==> src/rtl/spi_pkg.sv <==
// Shared SPI command constants and the draw-entry layout handed to the renderer.
package spi_pkg;

  localparam logic [7:0] COMMAND_SAVE_SPRITE = 8'h01;
  localparam logic [7:0] COMMAND_DRAW_SPRITE = 8'h02;
  localparam int         SPRITE_BYTES        = 512;

  typedef struct packed {
    logic [7:0]  sprite_id;
    logic [15:0] x;
    logic [15:0] y;
    logic [7:0]  flags;
  } draw_entry_t;

endpackage

==> src/rtl/sync_fifo.sv <==
// Single-clock FIFO; head is visible the cycle after a push (no bypass).
// A push while full is accepted only when a pop happens in the same cycle.
module sync_fifo #(
  parameter int WIDTH = 48,
  parameter int DEPTH = 8
) (
  input  logic             clock,
  input  logic             reset,
  input  logic             push,
  input  logic [WIDTH-1:0] push_data,
  input  logic             pop,
  output logic [WIDTH-1:0] head,
  output logic             full,
  output logic             empty
);

  localparam int PW = $clog2(DEPTH);

  logic [WIDTH-1:0] mem [DEPTH];
  logic [PW:0]      wr_ptr;
  logic [PW:0]      rd_ptr;
  logic             do_push;
  logic             do_pop;

  // Extra pointer bit distinguishes full from empty when the low bits match.
  assign empty   = (wr_ptr == rd_ptr);
  assign full    = (wr_ptr[PW-1:0] == rd_ptr[PW-1:0]) && (wr_ptr[PW] != rd_ptr[PW]);
  assign do_pop  = pop & ~empty;
  assign do_push = push & (~full | do_pop);
  assign head    = mem[rd_ptr[PW-1:0]];

  always_ff @(posedge clock) begin
    if (reset) begin
      wr_ptr <= '0;
      rd_ptr <= '0;
    end else begin
      if (do_push) wr_ptr <= wr_ptr + 1'b1;
      if (do_pop)  rd_ptr <= rd_ptr + 1'b1;
    end
  end

  always_ff @(posedge clock) begin
    if (do_push) mem[wr_ptr[PW-1:0]] <= push_data;
  end

endmodule

==> src/rtl/spi_command_executor.sv <==
// Turns decoded SPI payload bytes into sprite RAM writes (SAVE) and buffered draw entries (DRAW).
// Writes land 1 cycle after the byte; draw entries are pushed the cycle after byte 5.
module spi_command_executor
  import spi_pkg::*;
#(
  parameter int SPRITE_COUNT = 64,
  parameter int FIFO_DEPTH   = 8,
  parameter int ADDR_W       = $clog2(SPRITE_COUNT * SPRITE_BYTES)
) (
  input  logic              clock,
  input  logic              reset,
  input  logic              abort,
  input  logic              data_valid,
  input  logic [7:0]        command,
  input  logic [15:0]       data_index,
  input  logic [7:0]        data,
  output logic              spr_wr_en,
  output logic [ADDR_W-1:0] spr_wr_addr,
  output logic [7:0]        spr_wr_data,
  output logic              draw_valid,
  input  logic              draw_ready,
  output logic [47:0]       draw_entry,
  output logic              overflow,
  output logic              bad_id
);

  localparam int PIX_W = $clog2(SPRITE_BYTES);
  localparam int ID_W  = ADDR_W - PIX_W;

  localparam logic [1:0] IDLE        = 2'd0;
  localparam logic [1:0] SAVE_ACTIVE = 2'd1;
  localparam logic [1:0] DRAW_ASM    = 2'd2;
  localparam logic [1:0] PUSH        = 2'd3;

  logic [1:0]       state;
  logic [1:0]       state_next;
  logic [ID_W-1:0]  save_id;
  logic             save_ok;
  logic [2:0]       draw_idx;
  logic [47:0]      asm_q;

  logic             byte_ok;
  logic             is_save;
  logic             is_draw;
  logic             idx_zero;
  logic             save_wr;
  logic             draw_step;
  logic [PIX_W-1:0] pix;
  logic             entry_ok;
  logic             push_attempt;
  logic             fifo_push;
  logic             fifo_pop;
  logic             fifo_full;
  logic             fifo_empty;
  draw_entry_t      fifo_head;

  assign byte_ok   = data_valid & ~abort;
  assign is_save   = (command == COMMAND_SAVE_SPRITE);
  assign is_draw   = (command == COMMAND_DRAW_SPRITE);
  assign idx_zero  = (data_index == 16'd0);
  assign pix       = PIX_W'(data_index - 16'd1);
  assign save_wr   = byte_ok & is_save & (state == SAVE_ACTIVE) & save_ok & ~idx_zero
                   & (32'(data_index) <= SPRITE_BYTES);
  assign draw_step = byte_ok & is_draw & (state == DRAW_ASM) & (data_index == {13'd0, draw_idx});

  assign push_attempt = (state == PUSH);
  assign entry_ok     = (32'(asm_q[47:40]) < SPRITE_COUNT);
  assign fifo_pop     = draw_valid & draw_ready;
  assign fifo_push    = push_attempt & entry_ok & (~fifo_full | fifo_pop);

  // PUSH lasts one cycle but still accepts a new byte, so it behaves like IDLE for decoding.
  always_comb begin
    state_next = (state == PUSH) ? IDLE : state;
    if (abort) begin
      state_next = IDLE;
    end else if (data_valid) begin
      if (is_save && idx_zero) begin
        state_next = SAVE_ACTIVE;
      end else if (is_draw && idx_zero) begin
        state_next = DRAW_ASM;
      end else if (is_draw && state == DRAW_ASM) begin
        if (draw_step) state_next = (data_index == 16'd5) ? PUSH : DRAW_ASM;
        else           state_next = IDLE;
      end
    end
  end

  always_ff @(posedge clock) begin
    if (reset) begin
      state       <= IDLE;
      save_id     <= '0;
      save_ok     <= 1'b0;
      draw_idx    <= 3'd0;
      asm_q       <= '0;
      spr_wr_en   <= 1'b0;
      spr_wr_addr <= '0;
      spr_wr_data <= 8'd0;
      overflow    <= 1'b0;
      bad_id      <= 1'b0;
    end else begin
      state     <= state_next;
      spr_wr_en <= save_wr;
      if (save_wr) begin
        spr_wr_addr <= {save_id, pix};
        spr_wr_data <= data;
      end

      if (abort) begin
        save_ok <= 1'b0;
      end else if (data_valid && is_save && idx_zero) begin
        save_id <= data[ID_W-1:0];
        save_ok <= (32'(data) < SPRITE_COUNT);
        if (32'(data) >= SPRITE_COUNT) bad_id <= 1'b1;
      end

      if (byte_ok && is_draw && (idx_zero || draw_step)) begin
        asm_q    <= {asm_q[39:0], data};
        draw_idx <= idx_zero ? 3'd1 : draw_idx + 3'd1;
      end

      if (push_attempt && !entry_ok) bad_id <= 1'b1;
      if (push_attempt && entry_ok && fifo_full && !fifo_pop) overflow <= 1'b1;
    end
  end

  sync_fifo #(
    .WIDTH (48),
    .DEPTH (FIFO_DEPTH)
  ) u_fifo (
    .clock     (clock),
    .reset     (reset),
    .push      (fifo_push),
    .push_data (asm_q),
    .pop       (fifo_pop),
    .head      (fifo_head),
    .full      (fifo_full),
    .empty     (fifo_empty)
  );

  assign draw_valid = ~fifo_empty;
  assign draw_entry = draw_valid ? fifo_head : 48'd0;

endmodule

==> config.mk <==
export PLATFORM = sky130hd
export DESIGN_NAME = spi_command_executor
export DESIGN_NICKNAME = d
export VERILOG_FILES = /design/src/rtl/spi_pkg.sv /design/src/rtl/sync_fifo.sv /design/src/rtl/spi_command_executor.sv
export SDC_FILE = /design/constraint.sdc
export NUM_CORES = 1
export LEC_CHECK = 0
export ABC_AREA = 1
export BUFFER_PORTS_ARGS = -buffer_cell sky130_fd_sc_hd__buf_4
export CORE_UTILIZATION = 61
export CTS_BUF_LIST = sky130_fd_sc_hd__clkbuf_16
export CTS_CLUSTER_SIZE = 24
export DETAILED_ROUTE_END_ITERATION = 10
export GPL_TIMING_DRIVEN = 0
export HOLD_SLACK_MARGIN = 0.08
export PLACE_DENSITY = 0.8
export REMOVE_ABC_BUFFERS = 1
export SLEW_MARGIN = 20
export SYNTH_ARGS = -nofsm -noshare
export SYNTH_HDL_FRONTEND = slang
export SYNTH_SLANG_ARGS = --single-unit
==> constraint.sdc <==
create_clock -name clock -period 9.9 [get_ports clock]
set_input_delay 2.97 -clock clock [delete_from_list [all_inputs] [get_ports clock]]
set_output_delay 2.97 -clock clock [all_outputs]
set_load 0.02 [all_outputs]
Word-level counts from Yosys, hierarchy flattened
Memory sizes are Yosys's and may differ from the RTL's. A register that Yosys moved wholly into a read port is not among the register bits.
Index checks and enable logic that the tools add are counted.
{"block": "word_totals", "ram_bits": 384, "ff_bits": 94, "input_bits": 37, "wordCells": 90, "out_inout_bits": 75, "mem_count": 1}
{"name": "u_fifo.mem", "depth": 8, "word_bits": 48, "rd": 1, "rd_clocked_by_memory_dff": 1, "write_ports": 1, "line_no": "sync_fifo.sv:19", "text": "logic [WIDTH-1:0] mem [DEPTH];"}
{"block": "classes", "n_lt_le_gt_ge": 4, "n_mux": 17, "addsub": 4, "bitwise": 20, "eq_ne": 11, "n_reduce_logical": 21}
{"cell": "48-bit 2-to-1 mux", "count": 1}
{"cell": "16-bit by 3-bit == test with 1-bit output", "count": 1}
{"cell": "16-bit by 3-bit == test with 1-bit output, second input constant", "count": 1}
{"cell": "16-bit by 10-bit less-or-equal comparator with 1-bit output, second input constant", "count": 1}
{"cell": "16-bit logical NOT", "count": 1}
{"cell": "8-bit by 7-bit less-than comparator with 1-bit output, second input constant", "count": 2}
{"cell": "1-bit AND", "count": 14}
{"cell": "1-bit logical AND", "count": 12}
{"cell": "2-bit 2-to-1 mux", "count": 6}
{"cell": "3-bit 2-to-1 mux", "count": 3}
{"cell": "9-bit by 1-bit subtractor with 9-bit output, second input constant", "count": 1}
{"cell": "4-bit by 1-bit adder with 4-bit output, second input constant", "count": 2}
{"cell": "8-bit by 1-bit == test with 1-bit output, second input constant", "count": 1}
{"cell": "8-bit by 2-bit == test with 1-bit output, second input constant", "count": 1}
{"cell": "8-bit by 7-bit greater-or-equal comparator with 1-bit output, second input constant", "count": 1}
{"cell": "1-bit 2-to-1 mux", "count": 7}
{"cell": "2-bit == test, second input constant", "count": 2}
{"cell": "4-bit == test", "count": 1}
{"cell": "1-bit NOT", "count": 4}
{"cell": "2-bit nonzero test", "count": 2}
{"cell": "3-bit by 1-bit adder with 3-bit output, second input constant", "count": 1}
{"cell": "3-bit == test", "count": 1}
{"cell": "3-bit AND reduction", "count": 1}
{"cell": "2-bit by 1-bit == test with 1-bit output, second input constant", "count": 1}
{"cell": "7 further kinds", "count": 9}

Depth between registers and ports, before layout
{"block": "depth", "word_depth": 10, "ltp_mapped": 11}

Hierarchy
Synthesis repeated with hierarchy kept, for this count alone.
{"block": "unflattened", "cells_unflattened": 1849, "hier_area_um2": 20038.0}
{"mod": "sync_fifo", "instances": 1, "cells_each": 1170, "area_per_inst_um2": 15489.9, "seq_area_each_um2": 11751.3}
{"mod": "spi_command_executor", "instances": 1, "cells_each": 679, "area_per_inst_um2": 4548.1, "seq_area_each_um2": 1721.7}

Worst setup path before layout
Ideal clock, no wire load.
{"block": "synth_path", "path_kind": "input port to flip-flop", "from": "input port draw_ready", "to": "memory u_fifo.mem[6][0], enable pin", "arrival_time_ps": 7822, "stages": 4, "setup_slack_ps": 1505, "setup_time_ps": 573, "t_required_ps": 9327, "cell_sequence": "inv_1 > nand3_1 > nand2_1 > nor4_1"}
{"block": "synth_via", "elab_chain_cells": 6}
{"element": "start: declaration", "line_no": "spi_command_executor.sv:21", "text": "input logic draw_ready,"}
{"element": "1-bit AND *", "line_no": "spi_command_executor.sv:68", "text": "assign fifo_pop = draw_valid & draw_ready;"}
{"element": "1-bit OR / 1-bit AND (equally long branches)", "line_no": "spi_command_executor.sv:69, sync_fifo.sv:28"}
{"element": "1-bit AND / 1-bit OR (equally long branches)", "line_no": "spi_command_executor.sv:69, sync_fifo.sv:29"}
{"element": "1-bit AND *", "line_no": "sync_fifo.sv:29", "text": "assign do_push = push & (~full | do_pop);"}
{"element": "1-bit 2-to-1 mux *", "line_no": "sync_fifo.sv:43", "text": "if (do_push) mem[wr_ptr[PW-1:0]] <= push_data;"}
{"element": "1-bit 2-to-1 mux (implied by the code) *", "line_no": "sync_fifo.sv:43"}
{"element": "end: declaration", "line_no": "sync_fifo.sv:19"}
Mark *: on every way between the ends. The rest lies on a longest branch, timed or not.

==> flow_summary.json <==
{
  "cts-root-buf": "clkbuf_16",
  "power.density_nw_per_um2": 192,
  "place.gp.congestion": 0.832,
  "grt_pass1_wl_um": 67500,
  "initial_core_util": 0.625,
  "cp-start-kind": "flip-flop",
  "hpwl_um": 24600,
  "wl_um": 43000,
  "wire_per_inst_um": 19.3,
  "post_cts_buffers": 0,
  "vias": 13400,
  "numCtsBuffers": 46,
  "fin_crit_sh": 0.603,
  "syn_inst": 1709,
  "max-cap-violations": 0,
  "clk_latency_ps": 550,
  "clk_pin_slew_ps": 60,
  "viasPerCell": 5.99,
  "pin_count": 112,
  "cp-end-kind": "output port",
  "cts.sinks": 481,
  "finalCriticalPeriod_ps": 5970,
  "portBuffers": 111,
  "slew_headroom": 0.461,
  "grt_max_degree": 125,
  "num_antenna_cells": 0,
  "post-place-ws_ps": 4520,
  "synth.avg_cell_area_um2": 11.3,
  "syn-cell-area_um2": 19300,
  "rows": 64,
  "synth-seq-cells": 481,
  "place_inst": 2145,
  "synth_cell_types": 35,
  "drc": 3,
  "max_freq_ghz": 0.167,
  "hold_violations": 0,
  "fillers": 1993,
  "r2r_cells": 7,
  "crit_chain": "buf_12, buf_12, buf_16, nor2_1, o32ai_1, o21ai_0, nor2_1, buf_4",
  "nNetsFinal": 1840,
  "tritoncts": "done",
  "firstDrtPassIters": 9,
  "slew_viol_final": 0,
  "final_common_cell": "nor2_1",
  "p_leak_nw": 7.40,
  "hold_path.class": "reg -> reg",
  "grt_pass1_vias": 13000,
  "cp_slowest_cell": "dfxtp_4",
  "ant_nets": 0,
  "reg2reg_from": "asm_q[47]$_SDFFE_PP0P_",
  "worst_hold_path.endpoint": "overflow$_SDFFE_PP0P_",
  "drive_gt1_frac": 0.135,
  "die_h_um": 180,
  "violations": "DRC",
  "r2r_slack_ps": 7030,
  "crit_type": "reg -> out",
  "cts-hold-fix-buffers": 0,
  "whs_ps": 458,
  "area_growth_pct": 15.9,
  "timing.rr.end": "u_fifo.mem[6][24]$_DFFE_PP_",
  "setup_ws_ps": 3930,
  "holdCritStartpoint": "overflow$_SDFFE_PP0P_",
  "cp.arrival_ps": 3000,
  "ys.warnings.count": 0,
  "clock_skew_ps": 15.4,
  "layoutNonFillerInstCount": 2230,
  "cts_resized": 0,
  "cts_buffer_depth": 3,
  "required_ps": 6930,
  "core-area_um2": 30800,
  "seq_area_frac_synth": 0.699,
  "slowest_delay_ps": 630,
  "worst_ir_drop_vdd_mv": 0.141,
  "run_status": "complete, but fails checks",
  "holdPathStages": 2,
  "grt_antenna_before_repair": 0,
  "grt_overflow": 0,
  "cts_max_level": 2,
  "die_x_um": 180,
  "die-area_um2": 32300,
  "drtIter0Drc": 1324,
  "tightest_slew_ps": 808,
  "post-route-util": 0.724,
  "final_cell_mix": "nor2_1, edfxtp_1, o21ai_0, buf_4, o32ai_1",
  "grt_setup_unrepaired": "false",
  "critPathMaxFanout": 64,
  "setup_viol": 0,
  "fin_setup_tns_ps": 0,
  "grt_usage": 0.264
}
-- critical path: cells and delay by family (launching register included) --
family,cells,cell delay [ps]
buf+inv,4,1030
flops,1,630
compound gates,2,390
simple gates,2,350
-- cell usage after synthesis (all sizes together) --
cell type	count	share of area
a211oi	1	0.00039
a21oi	60	0.016
a31oi	1	0.00032
and3	2	0.00065
buf	49	0.016
clkbuf	58	0.011
clkinv	2	0.00045
dfxtp	97	0.10
edfxtp	384	0.60
ha	6	0.0039
inv	67	0.013
nand2	98	0.020
nand3	18	0.0052
nand4	4	0.0013
nor2	541	0.11
nor3	1	0.00026
nor4	1	0.00032
o21ai	206	0.054
o32ai	96	0.044
or2	2	0.00065
xnor2	5	0.0023
xor2	10	0.0045
-- metal layers --
| metal | GRT usage | vias to the layer above | part of all wire |
|---|---|---|---|
| met1 | 0.345 | 6455 | 0.40 |
| met4 | 0.0979 | 0 | 0.029 |
| met5 | 0 | - | 0 |
| met3 | 0.0480 | 101 | 0.082 |
| li1 | - | 6190 | - |
| met2 | 0.442 | 618 | 0.49 |
-- report_power, final --
| group | total (mW) | switching (mW) | leakage (nW) | internal (mW) |
|---|---|---|---|---|
| registers | 2.17 | 0.0136 | 3.43 | 2.15 |
| clock network | 1.80 | 0.730 | 0.817 | 1.07 |
| logic | 0.334 | 0.214 | 3.16 | 0.120 |
| total | 4.30 | 0.957 | 7.40 | 3.34 |
-- metrics by stage --
stage	instance area [um^2]	power [mW]
after global placement	20100	2.53
after CTS	22300	4.31
after global routing	22300	4.41
after detailed placement	20800	2.54
after floorplan	18700	2.39
final	22300	4.30
-- layout make-up --
| class | instances | area (um^2) | share of cell area |
|---|---|---|---|
| clock buffers | 47 | 1180 | 0.0527 |
| repair buffers | 147 | 1450 | 0.0651 |
| inverters | 69 | 273 | 0.0122 |
| flip-flops and latches | 481 | 13500 | 0.604 |
| multi-input cells | 1052 | 5080 | 0.227 |
| well taps | 396 | 495 | 0.0222 |
| clock inverters | 38 | 372 | 0.0166 |
-- kinds of logic after synthesis --
kind of cell | count (synthesis) | synth area share
xor gates and xnor gates | 15 | 0.00682
buffers and inverters | 176 | 0.0410
DFF | 481 | 0.699
and+or+nand+nor | 667 | 0.136
adders and majority gates | 6 | 0.00390
AOI/OAI and AO/OA | 364 | 0.113
-- state kept, by name, summed over array words and instances, names as in the netlist, 2 cells and up, named ones only --
signal         flops
state              2
u_fifo.wr_ptr      4
asm_q             48
save_id            6
u_fifo.rd_ptr      4
spr_wr_data        8
draw_idx           3
spr_wr_addr       15
u_fifo.mem       384
-- worst max-delay path by stage --
stage	depth (start not counted)	slack [ps]	startpoint	end
CTS	8	3940	flip-flop	draw_entry[23]
detailed placement	8	4520	flip-flop	draw_entry[23]
global placement	6	-7190	flip-flop	draw_entry[10]
finish	8	3930	flip-flop	draw_entry[18]
global route	8	3750	flip-flop	draw_entry[21]
floorplan	5	-670	flip-flop	draw_entry[0]
Power figures use the tool's default switching activity.
